## config.mk

```make
export PLATFORM = sky130hd
export DESIGN_NAME = user_mm_sched
export DESIGN_NICKNAME = d
export VERILOG_FILES = /design/src/rtl/user_mm_pkg.sv /design/src/rtl/user_mm_mac.sv /design/src/rtl/user_mm_sched.sv
export SDC_FILE = /design/constraint.sdc
export NUM_CORES = 1
export LEC_CHECK = 0
export ABC_AREA = 1
export CAP_MARGIN = 30
export CELL_PAD_IN_SITES_DETAIL_PLACEMENT = 1
export CELL_PAD_IN_SITES_GLOBAL_PLACEMENT = 1
export CORE_MARGIN = 4
export CORE_UTILIZATION = 44
export DETAILED_ROUTE_END_ITERATION = 16
export PLACE_DENSITY_LB_ADDON = 0.1
export SYNTH_ARGS = -nofsm -noshare
export SYNTH_HDL_FRONTEND = slang
export SYNTH_SLANG_ARGS = --single-unit
```

## constraint.sdc

```tcl
create_clock -name wb_clk_i -period 5.65 [get_ports wb_clk_i]
set_clock_uncertainty 0.2 [all_clocks]
set_input_delay 1.13 -clock wb_clk_i [delete_from_list [all_inputs] [get_ports wb_clk_i]]
set_output_delay 1.13 -clock wb_clk_i [all_outputs]
set_load 0.005 [all_outputs]
```

## src/rtl/user_mm_pkg.sv

```systemverilog
// Shared constants and types for the 4x4 matrix-multiply Wishbone slave.
package user_mm_pkg;

  localparam int          ELEM_W   = 8;
  localparam int          C_W      = 2 * ELEM_W + 2;
  localparam int          DIM      = 4;
  localparam int          N_ELEM   = DIM * DIM;
  localparam logic [11:0] BASE     = 12'h340;

  // Register offsets within the 256-byte window (adr[7:0]).
  localparam logic [7:0]  OFF_CTRL = 8'h00;
  localparam logic [7:0]  OFF_A    = 8'h40;
  localparam logic [7:0]  OFF_B    = 8'h80;
  localparam logic [7:0]  OFF_C    = 8'hC0;

  // Last loop index of the i/j/k counters.
  localparam logic [1:0]  LAST_IDX = 2'(DIM - 1);

  typedef enum logic [1:0] {
    ST_IDLE = 2'd0,
    ST_CALC = 2'd1,
    ST_DONE = 2'd2
  } state_t;

  // Bank selector of an offset: 1 = A, 2 = B, 3 = C, 0 = control page.
  function automatic logic [1:0] bank_of(input logic [7:0] off);
    return off[7:6];
  endfunction

endpackage

```

## src/rtl/user_mm_mac.sv

```systemverilog
// Multiply-accumulate unit: one unsigned product per enabled cycle.
// 'sum' is the running total including the current product; on the last
// term of a dot product the accumulator restarts from zero.
module user_mm_mac
  import user_mm_pkg::*;
#(
  parameter int W  = ELEM_W,
  parameter int AW = 2 * W + 2
) (
  input  logic          clk,
  input  logic          srst,
  input  logic          en,
  input  logic          clr,
  input  logic          last,
  input  logic [W-1:0]  a,
  input  logic [W-1:0]  b,
  output logic [AW-1:0] sum
);

  logic [AW-1:0]  acc_reg;
  logic [2*W-1:0] prod;

  assign prod = {{W{1'b0}}, a} * {{W{1'b0}}, b};
  assign sum  = acc_reg + AW'(prod);

  // Accumulator: cleared at reset/start, restarts after each completed dot product.
  always_ff @(posedge clk) begin
    if (srst || clr) begin
      acc_reg <= '0;
    end else if (en) begin
      acc_reg <= last ? '0 : sum;
    end
  end

endmodule

```

## src/rtl/user_mm_sched.sv

```systemverilog
// Wishbone-attached 4x4 unsigned matrix multiplier: C = A * B.
// Operands are written over the bus, a start bit kicks off 64 MAC cycles,
// results land in a read-only C buffer and 'done' raises the interrupt.
module user_mm_sched
  import user_mm_pkg::*;
#(
  parameter logic [11:0] pBASE   = BASE,
  parameter int          pELEM_W = ELEM_W
) (
  input  logic        wb_clk_i,
  input  logic        wb_rst_i,
  input  logic        wbs_stb_i,
  input  logic        wbs_cyc_i,
  input  logic        wbs_we_i,
  input  logic [3:0]  wbs_sel_i,
  input  logic [31:0] wbs_adr_i,
  input  logic [31:0] wbs_dat_i,
  output logic        wbs_ack_o,
  output logic [31:0] wbs_dat_o,
  output logic        irq_o
);

  localparam int CW = 2 * pELEM_W + 2;

  // Byte selects and the alias bits of the window are intentionally unused.
  logic unused_ok;
  assign unused_ok = ^{wbs_sel_i, wbs_adr_i[19:8], wbs_dat_i[31:pELEM_W]};

  // Operand and result storage.
  logic [pELEM_W-1:0] a_mem [N_ELEM];
  logic [pELEM_W-1:0] b_mem [N_ELEM];
  logic [CW-1:0]      c_mem [N_ELEM];

  // Bus state.
  logic        ack_reg;
  logic [31:0] dat_reg;
  logic [31:0] rdata;

  // Controller state.
  state_t     state_reg;
  logic       idle_reg;
  logic       done_reg;
  logic [1:0] i_reg;
  logic [1:0] j_reg;
  logic [1:0] k_reg;

  // Address decode.
  logic [7:0] off;
  logic [3:0] idx;
  logic       aligned;
  logic       valid;
  logic       xfer;
  logic       wr_fire;
  logic       rd_fire;
  logic       hit_ctrl;
  logic       hit_a;
  logic       hit_b;
  logic       hit_c;
  logic       start_fire;

  assign off        = wbs_adr_i[7:0];
  assign idx        = off[5:2];
  assign aligned    = (off[1:0] == 2'b00);
  assign valid      = wbs_stb_i & wbs_cyc_i & (wbs_adr_i[31:20] == pBASE);
  assign xfer       = valid & ack_reg;
  assign wr_fire    = xfer & wbs_we_i;
  assign rd_fire    = xfer & ~wbs_we_i;
  assign hit_ctrl   = (off == OFF_CTRL);
  assign hit_a      = aligned & (bank_of(off) == bank_of(OFF_A));
  assign hit_b      = aligned & (bank_of(off) == bank_of(OFF_B));
  assign hit_c      = aligned & (bank_of(off) == bank_of(OFF_C));
  assign start_fire = wr_fire & hit_ctrl & wbs_dat_i[0] & (state_reg == ST_IDLE);

  // MAC datapath: operand fetch straight from the buffers by loop indices.
  logic          mac_en;
  logic          mac_last;
  logic [CW-1:0] mac_sum;

  assign mac_en   = (state_reg == ST_CALC);
  assign mac_last = (k_reg == LAST_IDX);

  user_mm_mac #(
    .W  (pELEM_W),
    .AW (CW)
  ) u_mac (
    .clk  (wb_clk_i),
    .srst (wb_rst_i),
    .en   (mac_en),
    .clr  (start_fire),
    .last (mac_last),
    .a    (a_mem[{i_reg, k_reg}]),
    .b    (b_mem[{k_reg, j_reg}]),
    .sum  (mac_sum)
  );

  // Zero-extended read views of every element.
  logic [31:0] a_rd [N_ELEM];
  logic [31:0] b_rd [N_ELEM];
  logic [31:0] c_rd [N_ELEM];

  generate
    for (genvar gi = 0; gi < N_ELEM; gi++) begin : g_rd
      assign a_rd[gi] = 32'(a_mem[gi]);
      assign b_rd[gi] = 32'(b_mem[gi]);
      assign c_rd[gi] = 32'(c_mem[gi]);
    end
  endgenerate

  // Read multiplexer; unmapped offsets read as zero.
  always_comb begin
    rdata = '0;
    if (hit_ctrl) begin
      rdata = {29'd0, idle_reg, done_reg, 1'b0};
    end else if (hit_a) begin
      rdata = a_rd[idx];
    end else if (hit_b) begin
      rdata = b_rd[idx];
    end else if (hit_c) begin
      rdata = c_rd[idx];
    end
  end

  // Bus handshake: one-cycle ack pulse, read data registered alongside it.
  always_ff @(posedge wb_clk_i) begin
    if (wb_rst_i) begin
      ack_reg <= 1'b0;
      dat_reg <= '0;
    end else begin
      ack_reg <= valid & ~ack_reg;
      dat_reg <= (valid & ~ack_reg & ~wbs_we_i) ? rdata : '0;
    end
  end

  // Sequencer: IDLE -> CALC (64 MACs over i,j,k) -> DONE -> IDLE.
  always_ff @(posedge wb_clk_i) begin
    if (wb_rst_i) begin
      state_reg <= ST_IDLE;
      idle_reg  <= 1'b1;
      done_reg  <= 1'b0;
      i_reg     <= '0;
      j_reg     <= '0;
      k_reg     <= '0;
    end else begin
      // Reading the control word clears done; DONE below overrides it.
      if (rd_fire && hit_ctrl) begin
        done_reg <= 1'b0;
      end
      case (state_reg)
        ST_IDLE: begin
          if (start_fire) begin
            state_reg <= ST_CALC;
            idle_reg  <= 1'b0;
            i_reg     <= '0;
            j_reg     <= '0;
            k_reg     <= '0;
          end
        end
        ST_CALC: begin
          k_reg <= k_reg + 2'd1;
          if (k_reg == LAST_IDX) begin
            j_reg <= j_reg + 2'd1;
            if (j_reg == LAST_IDX) begin
              i_reg <= i_reg + 2'd1;
              if (i_reg == LAST_IDX) begin
                state_reg <= ST_DONE;
              end
            end
          end
        end
        ST_DONE: begin
          done_reg  <= 1'b1;
          idle_reg  <= 1'b1;
          state_reg <= ST_IDLE;
        end
        default: begin
          state_reg <= ST_IDLE;
        end
      endcase
    end
  end

  // Buffers: operands writable only while idle, C written at each dot-product end.
  always_ff @(posedge wb_clk_i) begin
    if (wb_rst_i) begin
      for (int n = 0; n < N_ELEM; n++) begin
        a_mem[n] <= '0;
        b_mem[n] <= '0;
        c_mem[n] <= '0;
      end
    end else begin
      if (wr_fire && (state_reg == ST_IDLE)) begin
        if (hit_a) begin
          a_mem[idx] <= wbs_dat_i[pELEM_W-1:0];
        end
        if (hit_b) begin
          b_mem[idx] <= wbs_dat_i[pELEM_W-1:0];
        end
      end
      if (mac_en && mac_last) begin
        c_mem[{i_reg, j_reg}] <= mac_sum;
      end
    end
  end

  assign wbs_ack_o = ack_reg;
  assign wbs_dat_o = dat_reg;
  assign irq_o     = done_reg;

endmodule

```

After elaboration in Yosys (flattened, before gate mapping)
Memory sizes are Yosys's and may differ from the RTL's.
Cells that the tools add are included.

cells by class
  reduce and logical (&&, ||, !) cells = 20
  add/sub/neg operators = 4
  magnitude comparators = 1
  multiply operators = 1
  muxes and demuxes = 52
  bitwise logic cells = 17
  equal/unequal tests = 13

operators with widths
  kind                                                       count
  binary-select mux 32 bit (select 4 bit)                    3
  two-way mux 32 bit                                         9
  two-way mux 18 bit                                         2
  two-way mux 1 bit                                          19
  adder 18 x 16 -> 18 bit                                    1
  OR reduction 18 bit                                        1
  multiplier 8 x 8 -> 16 bit                                 1
  two-way mux 2 bit                                          8
  two-way mux 8 bit                                          2
  case mux 2 bit (2 select lines)                            4
  OR reduction 8 bit                                         2
  bitwise AND 1 bit                                          13
  == test 12 x 10 -> 1 bit (second input constant)           1
  == test 2 bit (second input constant)                      6
  two-way mux 4 bit                                          3
  logical NOT 8 bit                                          1
  inequality test 2 x 1 -> 1 bit (second input constant)     4
  AND reduction 4 bit                                        2
  adder 2 x 1 -> 2 bit (second input constant)               3
  nonzero test 2 bit                                         3
  greater-or-equal comparator 5 bit (second input constant)  1
  NOT 4 -> 5 bit                                             1
  == test 2 x 1 -> 1 bit (second input constant)             2
  logical NOT 2 bit                                          2
  other kinds (9)                                            14

word-level totals
  input bits = 73
  RAM bits = 544
  register bits after elaboration = 61
  output and inout port bits = 34
  memories kept = 3
  word-level logic and storage cells = 121

memory list
  name   depth  width  rd ports  clocked after memory_dff  wr ports  line                 source
  c_mem  16     18     16        0                         16        user_mm_sched.sv:32  logic [CW-1:0] c_mem [N_ELEM];
  a_mem  16     8      17        0                         16        user_mm_sched.sv:30  logic [pELEM_W-1:0] a_mem [N_ELEM];
  b_mem  16     8      17        0                         16        user_mm_sched.sv:31  logic [pELEM_W-1:0] b_mem [N_ELEM];

Logic depth before layout (Yosys ltp)
  word-level depth = 10
  gate-level depth with buffers = 30
  depth with buffers taken out = 26

Cells and area by module
A second synthesis with hierarchy kept.

second synthesis, totals
  cell total of the unflattened synthesis = 3,319
  area, all modules = 31,153.6 µm²

modules (own cells, without submodules)
  module         area an instance (µm²)  cells each  times used
  user_mm_sched  27,503.9                2,790       1
  user_mm_mac    3,649.8                 529         1

Worst setup path before layout
OpenSTA, ideal clock, no wires.

  path kind = register -> register
  from = register k_reg[0]
  to = memory c_mem[3][11] (netlist name) (data pin)
  path buffers = 4
  arrival = 4.944 ns
  clock period less this slack = 5.402 ns
  library setup time = 0.257 ns
  cell stages (with the launch flop) = 25
  path slack = 0.248 ns
  cell sequence = dfxtp_1 buf_2 inv_1 buf_2 clkbuf_1 o21ai_0 o221ai_1 nand3_1 nand2_1 nand2_1 fa_1 inv_1 fa_1 inv_1 fa_1 fa_1 inv_1 ha_1 a21oi_1 nand2_1 nand3_1 nand2_1 xnor2_1 buf_2 nor2_1

RTL lines
  item                    line                  source
  from (decl)             user_mm_sched.sv:45   logic [1:0] k_reg;
  from (signal assigned)  user_mm_sched.sv:159  k_reg <= k_reg + 2'd1;
  to (decl)               user_mm_sched.sv:32

==> flow_metrics.py <==
metrics = {
    "status": {
        "outcome": "complete, but fails checks",
        "violations": "negative setup slack",
    },
    "placed_design": {
        "place_congestion": 0.887,
        "portBuffers": 52,
        "dp_slack_ns": -0.236,
        "hpwl_microns": 71600,
        "place_area_sq_um": 32900,
        "dp_cells": 4209,
    },
    "grt": {
        "grt_usage": 0.284,
        "grt_pass1_wl_microns": 159000,
        "antenna_found_initial": 1,
        "gr-total-overflow": 0,
        "grt_max_degree": 113,
        "grt_pass1_vias": 25900,
    },
    "clocking": {
        "clockBufferDepth": 3,
        "clock_latency_ns": 0.62,
        "clk_pin_slew_ns": 0.06,
        "cts_buffers": 67,
        "clock_sinks": 591,
        "postCtsHoldBufs": 0,
        "root_buffer": "clkbuf_16",
        "cts_tree": "done",
        "cts-htree-levels": 3,
    },
    "timing": {
        "hold_violations": 0,
        "maxSlewViolCount": 0,
        "slew_headroom": 0.312,
        "final.period_utilization": 1.01,
        "holdWs_ns": 0.271,
        "grt_setup_unrepaired": "true",
        "finalCriticalPeriod_ns": 5.69,
        "worst_slew_pin_slew_ns": 1.03,
        "fmax_ghz": 0.176,
        "worst_slack_ns": -0.0365,
        "finalSetupViolCount": 23,
    },
    "die": {
        "die_y_microns": 271,
        "die_area_sq_um": 73400,
        "io_pins": 107,
        "die_w_microns": 271,
        "core-area_sq_um": 68600,
        "fp-row-count": 96,
        "start_util": 0.444,
    },
    "synthesis": {
        "yosys_most_used_dff": "edfxtp_1",
        "synthArstFlopShare": 0,
        "ys_types": 39,
        "ys_warn_count": 0,
        "yosysTopAreaCell": "edfxtp_1",
        "ys_ff_latch": 591,
        "synth_top_area_frac": 0.537,
        "synth_cells": 3256,
        "syn_area_sq_um": 30400,
        "synth_area_leaders": "edfxtp_1, nor2_1, nand2_1",
        "synth_edf_count": 544,
        "avgSynthCellArea_sq_um": 9.35,
        "yosysSeqAreaShare": 0.568,
    },
    "route": {
        "drt_iter0_markers": 2237,
        "via_per_inst": 5.75,
        "ant_nets": 0,
        "routed_wirelength_microns": 109000,
        "drtPass1Iterations": 7,
        "vias": 25100,
        "drt-wirelength-per-cell_microns": 24.9,
        "drc": 0,
    },
    "cells_and_area": {
        "final_cell_mix": "nor2_1, nand2_1, edfxtp_1",
        "fin_util": 0.533,
        "fill_cells": 7605,
        "top_register": "c_mem",
        "finalInstanceArea_sq_um": 36600,
        "final_nets": 3563,
        "reg.largest.list": "c_mem (288), a_mem (128), b_mem (128)",
        "layout_commonest_cell": "nor2_1",
        "drive_gt1_frac": 0.158,
        "area_delta_synth_final_pct": 20.2,
        "final_cells": 4374,
        "diodes": 0,
        "largest_register_ffs": 288,
    },
    "worst_hold_path": {
        "min_path_cells": 2,
        "timing.hold.worst.class": "reg2reg",
    },
    "job": {
        "maxCapViolCount": 0,
    },
    "worst_setup_path": {
        "reg2reg_depth": 26,
        "critPathSlowestCell": "fa_1",
        "critPathLaunchType": "register",
        "path_class": "reg2reg",
        "cp_max_fo": 8,
        "arrival_ns": 5.85,
        "max_stage_delay_ns": 0.59,
        "end_kind": "register",
        "required_ns": 5.81,
        "reg2reg_slack_ns": -0.04,
    },
    "pwr": {
        "p_leak_nw": 14.7,
        "peakVddDrop_mv": 0.244,
        "power.density_nw_per_um2": 277,
    },
}
==> final cells by class <==
type,count,area (sq um),area share
Clock buffer,78,1720,0.0470
Clock inverter,43,409,0.0112
Inverter,246,947,0.0259
Multi-Input combinational cell,2223,12000,0.329
Sequential cell,591,17300,0.473
Tap cell,931,1160,0.0318
Timing Repair Buffer,262,3020,0.0826
==> synth_stat cells (2+ instances only) <==
| master | count |
|---|---|
| nor3_1 | 13 |
| o21bai_1 | 3 |
| o21ai_0 | 188 |
| clkinv_1 | 2 |
| a22oi_1 | 173 |
| inv_1 | 226 |
| buf_6 | 2 |
| o22ai_1 | 17 |
| o211ai_1 | 17 |
| buf_1 | 10 |
| nor2_4 | 10 |
| xor2_1 | 4 |
| nand3b_1 | 3 |
| fa_1 | 50 |
| nor3_2 | 2 |
| nand4_1 | 27 |
| nand2_1 | 700 |
| nor2_2 | 3 |
| nand3_1 | 51 |
| dfxtp_1 | 47 |
| ha_1 | 49 |
| nor2_1 | 711 |
| buf_4 | 22 |
| o221ai_1 | 39 |
| inv_2 | 18 |
| edfxtp_1 | 544 |
| a21oi_1 | 100 |
| nand2_2 | 38 |
| buf_2 | 56 |
| clkbuf_1 | 119 |
| xnor2_1 | 4 |
==> stage by stage <==
step,power [mW],TNS (ns)
2_1_floorplan,5.45,0
3_3_place_gp,5.79,-19.81
3_5_place_dp,5.82,-29.96
4_1_cts,10.1,-0.0273
5_1_grt,10.4,-18.07
6_report,10.1,-0.436
==> critical path: cells and delay by family (launching register included) <==
kind                     cells  cell delay (ns)
flip-flops                   1             0.42
AO/OA/AOI/OAI                3             0.53
AND/OR/NAND/NOR              9             0.95
buffers and inverters        9             0.91
adder cells (fa/ha/maj)      5             2.38
==> layer usage <==
metal	track usage	vias to the layer above	share of wire
met5	0	-	0.00012
met2	0.496	947	0.50
met1	0.362	12700	0.40
met3	0.0363	247	0.059
met4	0.111	2	0.046
li1	-	11200	-
==> cells by family after synthesis <==
kind of cell | after synthesis | synth area share
simple gates | 1560 | 0.204
flops | 591 | 0.568
compound gates | 542 | 0.111
buf+inv | 455 | 0.0616
fa+ha+maj | 99 | 0.0530
xor+xnor | 8 | 0.00230
other cells | 1 | 0.000123
==> final timing paths <==
check	startpoint	to
worst max-delay path	j_reg[0]$_SDFFE_PP0P_	c_mem[13][12]$_SDFFCE_PN0P_
worst min-delay path	u_mac.acc_reg[13]$_SDFFE_PP0P_	u_mac.acc_reg[13]$_SDFFE_PP0P_
worst max register to register	j_reg[0]$_SDFFE_PP0P_	c_mem[13][12]$_SDFFCE_PN0P_
worst min register to register	u_mac.acc_reg[13]$_SDFFE_PP0P_	u_mac.acc_reg[13]$_SDFFE_PP0P_
==> report_power, final <==
group | switching (mW) | internal [mW]
Combinational | 0.573 | 0.245
Clock | 1.89 | 2.44
Sequential | 0.0636 | 4.91
==> what timing repair did <==
item                                    in CTS  in global routing
buffers inserted                             4                 24
cloned                                       3                 12
endpoints found under the setup margin     168                203
pin swaps                                   16                 63
resized for setup                           65                192
Note: power is estimated with default switching activity, not from simulation.
